===== src/rtl/fetch_stage_pkg.sv =====
// rtl/fetch_stage_pkg.sv - shared constants and next-state action selection for fetch_stage
package fetch_stage_pkg;

    localparam logic [31:0] NOP_INSTR        = 32'h0000_0000;
    localparam int          OPCODE_MSB       = 31;
    localparam int          OPCODE_LSB       = 26;
    localparam logic [31:0] PC_INCR          = 32'd4;
    localparam logic [31:0] DEFAULT_RESET_PC = 32'h0000_0000;

    typedef enum logic [1:0] {
        ACT_FETCH  = 2'd0,
        ACT_STALL  = 2'd1,
        ACT_JUMP   = 2'd2,
        ACT_BRANCH = 2'd3
    } fetch_act_e;

    // Stall masks any redirect; the hazard unit re-issues it once the stall clears.
    function automatic fetch_act_e sel_action(input logic stall, input logic jump,
                                              input logic branch_taken);
        if (stall)             return ACT_STALL;
        else if (jump)         return ACT_JUMP;
        else if (branch_taken) return ACT_BRANCH;
        else                   return ACT_FETCH;
    endfunction

endpackage


===== src/rtl/fetch_perf_counters.sv =====
// rtl/fetch_perf_counters.sv - saturating fetch/stall/flush event counters
module fetch_perf_counters #(
    parameter int CNT_W = 32
) (
    input  logic             clk,
    input  logic             rst_n,
    input  logic             fetch_i,
    input  logic             stall_i,
    input  logic             flush_i,
    output logic [CNT_W-1:0] fetched_o,
    output logic [CNT_W-1:0] stalls_o,
    output logic [CNT_W-1:0] flushes_o
);

    logic [CNT_W-1:0] fetched_q, stalls_q, flushes_q;

    always_ff @(posedge clk or negedge rst_n) begin
        if (!rst_n) begin
            fetched_q <= '0;
            stalls_q  <= '0;
            flushes_q <= '0;
        end else begin
            if (fetch_i && fetched_q != '1) fetched_q <= fetched_q + 1'b1;
            if (stall_i && stalls_q  != '1) stalls_q  <= stalls_q  + 1'b1;
            if (flush_i && flushes_q != '1) flushes_q <= flushes_q + 1'b1;
        end
    end

    assign fetched_o = fetched_q;
    assign stalls_o  = stalls_q;
    assign flushes_o = flushes_q;

endmodule


===== src/rtl/fetch_stage.sv =====
// rtl/fetch_stage.sv - MIPS IF stage: PC, IF/ID register, stall/redirect; FETCH_PERF_CNT_EN adds counters
module fetch_stage
    import fetch_stage_pkg::*;
#(
    parameter logic [31:0] RESET_PC = DEFAULT_RESET_PC
`ifdef FETCH_PERF_CNT_EN
    ,
    parameter int CNT_W = 32
`endif
) (
    input  logic        clk,
    input  logic        rst_n,
    output logic [31:0] imem_addr,
    input  logic [31:0] imem_rdata,
    input  logic        stall,
    input  logic        branch_taken,
    input  logic [31:0] branch_target,
    input  logic        jump,
    input  logic [31:0] jump_target,
    output logic [31:0] if_id_instr,
    output logic [5:0]  if_id_opcode,
    output logic [31:0] if_id_pc4,
    output logic        if_id_valid,
    output logic [31:0] pc
`ifdef FETCH_PERF_CNT_EN
    ,
    output logic [CNT_W-1:0] perf_fetched,
    output logic [CNT_W-1:0] perf_stalls,
    output logic [CNT_W-1:0] perf_flushes
`endif
);

    logic [31:0] pc_q, pc_d;
    logic [31:0] instr_q, instr_d;
    logic [31:0] pc4_q, pc4_d;
    logic        valid_q, valid_d;
    logic [31:0] pc_plus4;
    fetch_act_e  act;

    // Targets are word aligned, so their low bits are intentionally dropped.
    logic unused_tgt_bits;
    assign unused_tgt_bits = ^{branch_target[1:0], jump_target[1:0]};

    assign pc_plus4 = pc_q + PC_INCR;
    assign act      = sel_action(stall, jump, branch_taken);

    always_comb begin
        pc_d    = pc_q;
        instr_d = instr_q;
        pc4_d   = pc4_q;
        valid_d = valid_q;
        case (act)
            ACT_STALL: ;
            ACT_JUMP: begin
                pc_d    = {jump_target[31:2], 2'b00};
                instr_d = NOP_INSTR;
                pc4_d   = '0;
                valid_d = 1'b0;
            end
            ACT_BRANCH: begin
                pc_d    = {branch_target[31:2], 2'b00};
                instr_d = NOP_INSTR;
                pc4_d   = '0;
                valid_d = 1'b0;
            end
            default: begin
                pc_d    = pc_plus4;
                instr_d = imem_rdata;
                pc4_d   = pc_plus4;
                valid_d = 1'b1;
            end
        endcase
    end

    always_ff @(posedge clk or negedge rst_n) begin
        if (!rst_n) begin
            pc_q    <= RESET_PC;
            instr_q <= NOP_INSTR;
            pc4_q   <= '0;
            valid_q <= 1'b0;
        end else begin
            pc_q    <= pc_d;
            instr_q <= instr_d;
            pc4_q   <= pc4_d;
            valid_q <= valid_d;
        end
    end

    assign imem_addr    = pc_q;
    assign pc           = pc_q;
    assign if_id_instr  = instr_q;
    assign if_id_opcode = instr_q[OPCODE_MSB:OPCODE_LSB];
    assign if_id_pc4    = pc4_q;
    assign if_id_valid  = valid_q;

`ifdef FETCH_PERF_CNT_EN
    fetch_perf_counters #(.CNT_W(CNT_W)) u_perf (
        .clk       (clk),
        .rst_n     (rst_n),
        .fetch_i   (act == ACT_FETCH),
        .stall_i   (act == ACT_STALL),
        .flush_i   (act == ACT_JUMP || act == ACT_BRANCH),
        .fetched_o (perf_fetched),
        .stalls_o  (perf_stalls),
        .flushes_o (perf_flushes)
    );
`endif

endmodule


===== config.mk =====
export PLATFORM = sky130hd
export DESIGN_NAME = fetch_stage
export DESIGN_NICKNAME = d
export VERILOG_FILES = /design/src/rtl/fetch_stage_pkg.sv /design/src/rtl/fetch_perf_counters.sv /design/src/rtl/fetch_stage.sv
export SDC_FILE = /design/constraint.sdc
export NUM_CORES = 1
export LEC_CHECK = 0
export BUFFER_PORTS_ARGS = -buffer_cell sky130_fd_sc_hd__buf_2
export CORE_MARGIN = 4
export CORE_UTILIZATION = 40
export CTS_BUF_LIST = sky130_fd_sc_hd__clkbuf_2 sky130_fd_sc_hd__clkbuf_4 sky130_fd_sc_hd__clkbuf_8
export CTS_CLUSTER_SIZE = 14
export DETAILED_ROUTE_END_ITERATION = 8
export PLACE_DENSITY = 0.71
export SLEW_MARGIN = 10
export SYNTH_ARGS = -nofsm -noshare
export SYNTH_HDL_FRONTEND = slang
export SYNTH_HIERARCHICAL = 1
export SYNTH_SLANG_ARGS = --single-unit

===== constraint.sdc =====
create_clock -name clk -period 6.7 [get_ports clk]
set_clock_uncertainty 0.15 [all_clocks]
set_input_delay 0.335 -clock clk [delete_from_list [all_inputs] [get_ports clk]]
set_output_delay 0.335 -clock clk [all_outputs]
set_load 0.03 [all_outputs]

# Yosys cells after proc, flatten, opt, wreduce, memory -nomap -nowiden
# Cells that the tools add are included.
dict set report classes {
  n_addsub 1
  n_mux 7
  n_eq_ne 3
  reduce_logical 1
}
# cell n
set op_table {}
lappend op_table {{$pmux W32 S2} 2}
lappend op_table {{$pmux W32 S3} 1}
lappend op_table {{$add A32 B3 Y32 const B} 1}
lappend op_table {{$mux W2} 3}
lappend op_table {{$eq A2 B2 Y1 const B} 2}
lappend op_table {{$eq A2 B1 Y1 const B} 1}
lappend op_table {{$pmux W1 S2} 1}
lappend op_table {{$reduce_or A2 Y1} 1}
dict set report word_totals {
  out_inout_bits 135
  register_bits 97
}

# Depth between registers and ports, before layout
dict set report depth {
  ltp_word 6
  depth_mapped 7
  mapped_depth_nobuf 5
}

# Worst setup path before layout
# Ideal clock, no wire load.
dict set report synth_path {
  path_type {register to register}
  startpoint {register pc_q[2] (netlist: imem_addr[2])}
  endpoint {register pc4_q[26] (netlist: if_id_pc4[26])}
  path_buffers 2
  period_less_slack_ns 2.427
  arrival_time_ns 2.140
  stages_incl_launch_ff 8
  t_required_ns 6.413
  setup_ns 0.137
  path_slack_ns 4.273
  path_cell_list {dfrtp_1 > ha_1 > clkbuf_1 > nand3_1 > or4_4 > buf_2 > o311ai_0 > nand3_1}
}
dict set report synth_between {
  elab_chain_cells 2
}
# element line_no
set synth_rtl {}
lappend synth_rtl {{start, declared} fetch_stage.sv:33} ;# logic [31:0] pc_q, pc_d;
lappend synth_rtl {{start signal, assigned} fetch_stage.sv:82} ;# pc_q <= pc_d;
lappend synth_rtl {{$add A32 B3 Y32} fetch_stage.sv:44} ;# assign pc_plus4 = pc_q + PC_INCR;
lappend synth_rtl {{$pmux W32 S2} fetch_stage.sv:52} ;# case (act)
lappend synth_rtl {{end signal, assigned} fetch_stage.sv:84} ;# pc4_q <= pc4_d;
lappend synth_rtl {{end, declared} fetch_stage.sv:35} ;# logic [31:0] pc4_q, pc4_d;
# Every way passes these cells.
# A chain may end at the register's enable or synchronous reset.

# Worst setup path after layout
dict set report layout_path {
  startpoint {register pc_q[4] (netlist: imem_addr[4])}
  endpoint {register pc4_q[25] (netlist: if_id_pc4[25])}
}
# The elaborated chain is that of the path after synthesis.

==> summary.txt <==
Routing
  • Antenna-violating nets left: 0
  • Vias: 5062
  • DR iter-0 viols: 395
  • Vias/cell: 5.39
  • Wire per inst: 17.3 µm
  • DRC viols: 0
  • DR pass1 iterations: 7
  • Routed WL: 16300 µm

Finish
  • Area of the multi-input gates: 2420 µm²
  • Diode count: 0
  • Register area: 2330 µm²
  • Fillers: 1263
  • Fraction of final layout cells with drive strength greater than 1: 33.9%
  • # nets final: 865
  • Area growth syn-to-layout: 21.4%

CTS
  • Setup bufs post-CTS: 0
  • H-tree depth: 3
  • Clock transition at path regs: 100 ps
  • CTS tree: yes
  • Clock root buffer: clkbuf_8
  • Clk sinks: 93
  • CTS Buf Count: 9
  • Clock latency on the worst-skew pair: 380 ps
  • Bufs on Longest Clock Path: 2

Pwr
  • Switch Pwr: 0.592 mW
  • Switching Fraction: 38.7%
  • Part of the power in the clock network: 26.9%
  • Leak Pwr: 3.07 nW
  • Pwr Density: 239 nW/µm²
  • Worst VDD drop: 0.104 mV
  • Reg power frac: 44.9%
  • Combinational share of power: 28.2%
  • Internal power: 0.937 mW

Synth
  • Flops & latches, synth: 93
  • YS warnings: 6
  • EDFF count, synth: 0
  • Cell Area, Synth: 5270 µm²
  • Top FF cell, synth: dfrtp_1
  • Synth Instances: 610
  • Seq/Total Area, Yosys: 44.2%
  • Avg Inst Size Synth: 8.64 µm²
  • Cell variety after synth: 56
  • Post-synthesis async set-or-reset flop share: 100%

Floorplanning
  • Die X-Extent: 123 µm
  • Core Rows: 41
  • Core ar.: 12800 µm²
  • Die extent in y: 123 µm
  • Die ar.: 15100 µm²
  • I/O pin cnt: 236
  • Initial Util: 41.3%

Critical path
  • Internal reg-to-reg setup slack: 4130 ps
  • R2R Path End: if_id_pc4[25]
  • Critical Path End Type: flip-flop
  • Worst Path Buf+Inv: 0
  • Slowest CP cell: dfrtp_1
  • Worst R2R Path Depth: 4
  • CP Data Required Time: 6830 ps
  • Critical path launch point type: flip-flop
  • Setup CP Type: reg -> reg
  • Largest stage delay, worst path: 640 ps
  • CP Cell Sequence: nand3_1 -> or4_4 -> or4b_4 -> o311ai_1
  • Family with the most delay on the worst path: simple AND/OR/NAND/NOR gates
  • Critical Path AT: 2690 ps
  • R2r startpoint: imem_addr[4]
  • Critical Path Fanout Max: 14

Status
  • Outcome: complete, no violations

STA
  • Actual slew at the worst max-slew pin: 990 ps
  • Endpoints failing setup: 0
  • Min cycle time layout: 2570 ps
  • Fin. max-slew vios: 0
  • Worst Slack Setup Final: 4130 ps
  • Fmax achieved: 389 MHz
  • RSZ-0062 raised after global routing: no
  • WHS: 33.0 ps
  • Headroom to the max-slew limit: 33.5%
  • Fin Setup TNS: 0 ps
  • Final Cycle Share: 38.3%
  • Fin. Hold Viols: 0

GRT
  • Largest net degree at the start of global routing: 106
  • Total grt overflow: 0
  • First-pass GRT wire length: 25300 µm
  • Vias in the first global route: 4754
  • Initial antenna violation count: 0
  • GR Util All Layers: 21.5%

Hold path
  • Hold-critical path depth: 3
  • Hold path start: imem_rdata[0]
  • Worst hold endpoint: if_id_instr[0]
  • Worst min-delay path category: in -> reg

Placement
  • Hpwl dp: 11100 µm
  • Worst slack, placed: 4060 ps
  • Gpl congestion: 0.812
  • I/O Buffers: 225

Job
  • Max_cap viols: 0
==> power by group through the flow <==
stage | clock network (mW) | registers, mW | logic (mW)
floorplan | 0 | 0.772 | 0.238
global placement | 0 | 0.694 | 0.431
detailed placement | 0 | 0.696 | 0.434
CTS | 0.424 | 0.685 | 0.435
global route | 0.444 | 0.697 | 0.465
finish | 0.412 | 0.686 | 0.431
==> synthesized netlist by cell type, drive strengths merged (5+ instances only) <==
| library cell | number | area share [%] |
|---|---|---|
| nand2 | 134 | 9.5 |
| dfrtp | 93 | 44 |
| o21ai | 57 | 5.4 |
| buf | 53 | 6.9 |
| clkbuf | 41 | 2.9 |
| nand3 | 28 | 2.7 |
| o2111ai | 21 | 3.5 |
| a22oi | 19 | 2.7 |
| nor3 | 19 | 1.8 |
| nor2 | 13 | 0.93 |
| nand4 | 12 | 2.1 |
| xnor2 | 12 | 2.0 |
| inv | 11 | 0.78 |
| a21oi | 10 | 0.95 |
| o211ai | 9 | 1.3 |
| nor4 | 8 | 1.1 |
| o311ai | 8 | 1.3 |
| or4 | 5 | 0.85 |
==> cell families after synthesis <==
kind of cell | count (synthesis) | synth area share (%)
and+or+nand+nor | 237 | 21.6
AOI/OAI and AO/OA | 158 | 20.8
buffers and inverters | 105 | 10.6
DFF | 93 | 44.2
xor gates and xnor gates | 13 | 2.16
muxes | 2 | 0.380
adders and majority gates | 1 | 0.237
other | 1 | 0.0712
==> sequential cells by signal (all words and copies together) (netlist names) <==
name,count
if_id_pc4,30
imem_addr,30
if_id_valid,1
if_id_instr,32
==> placed cells by master, fill, tap and decap left out, drive strengths merged, types with 3 or more instances in the layout <==
cell / n
a211o: 3
a21oi: 10
a222oi: 3
a22oi: 19
a2bb2oi: 3
and4: 4
buf: 230
clkbuf: 11
conb: 6
dfrtp: 93
inv: 13
nand2: 134
nand3: 28
nand4: 12
nor2: 13
nor3: 19
nor4: 8
o2111ai: 21
o211ai: 9
o21ai: 57
o22ai: 4
o311ai: 8
o31ai: 4
or3: 3
or4: 5
xnor2: 12
==> how the worst max path moves through the flow <==
stage	slack [ps]	from	to	cells after the start
5_1_grt	3980	imem_addr[2]	imem_addr[24]	5
4_1_cts	4130	imem_addr[4]	if_id_pc4[25]	4
3_3_place_gp	4040	jump	imem_addr[13]	5
3_5_place_dp	4060	jump	imem_addr[13]	5
6_report	4130	imem_addr[4]	if_id_pc4[25]	4
2_1_floorplan	4270	imem_addr[2]	if_id_pc4[26]	7
==> final cells by class <==
class,count,share of cell area [%]
multi-input cells,417,37.8
flip-flops and latches,93,36.4
repair buffers,231,18.4
well taps,172,3.36
clock buffers,11,2.37
clock inverters,5,1.02
inverters,11,0.645
==> metrics by stage <==
step	power, mW	util, %	area, µm²	std cells
3_3_place_gp	1.13	48.3	6170	923
2_1_floorplan	1.01	-	5290	615
3_5_place_dp	1.13	48.3	6170	923
5_1_grt	1.61	50.1	6400	940
6_report	1.53	50.1	6400	940
4_1_cts	1.54	50.1	6400	940
==> timing repair <==
| item | CTS | global route |
|---|---|---|
| hold buffers | 1 | 0 |
| gates resized for setup | 0 | 0 |
| endpoints found under the hold margin | 33 | 0 |
==> routing by layer <==
layer	track usage, %	vias to the layer above	part of all wire, %
met4	7.63	0	1.8
met5	0	-	0
met2	35.6	175	49
met3	3.46	19	5.9
met1	28.5	2402	43
li1	-	2466	-
==> tightest hold or removal path, cell delays in order <==
cell and delay, ps:
buf_2 90, nand2_1 40, o21ai_0 60
No activity file was read; power rests on OpenSTA's default activity.
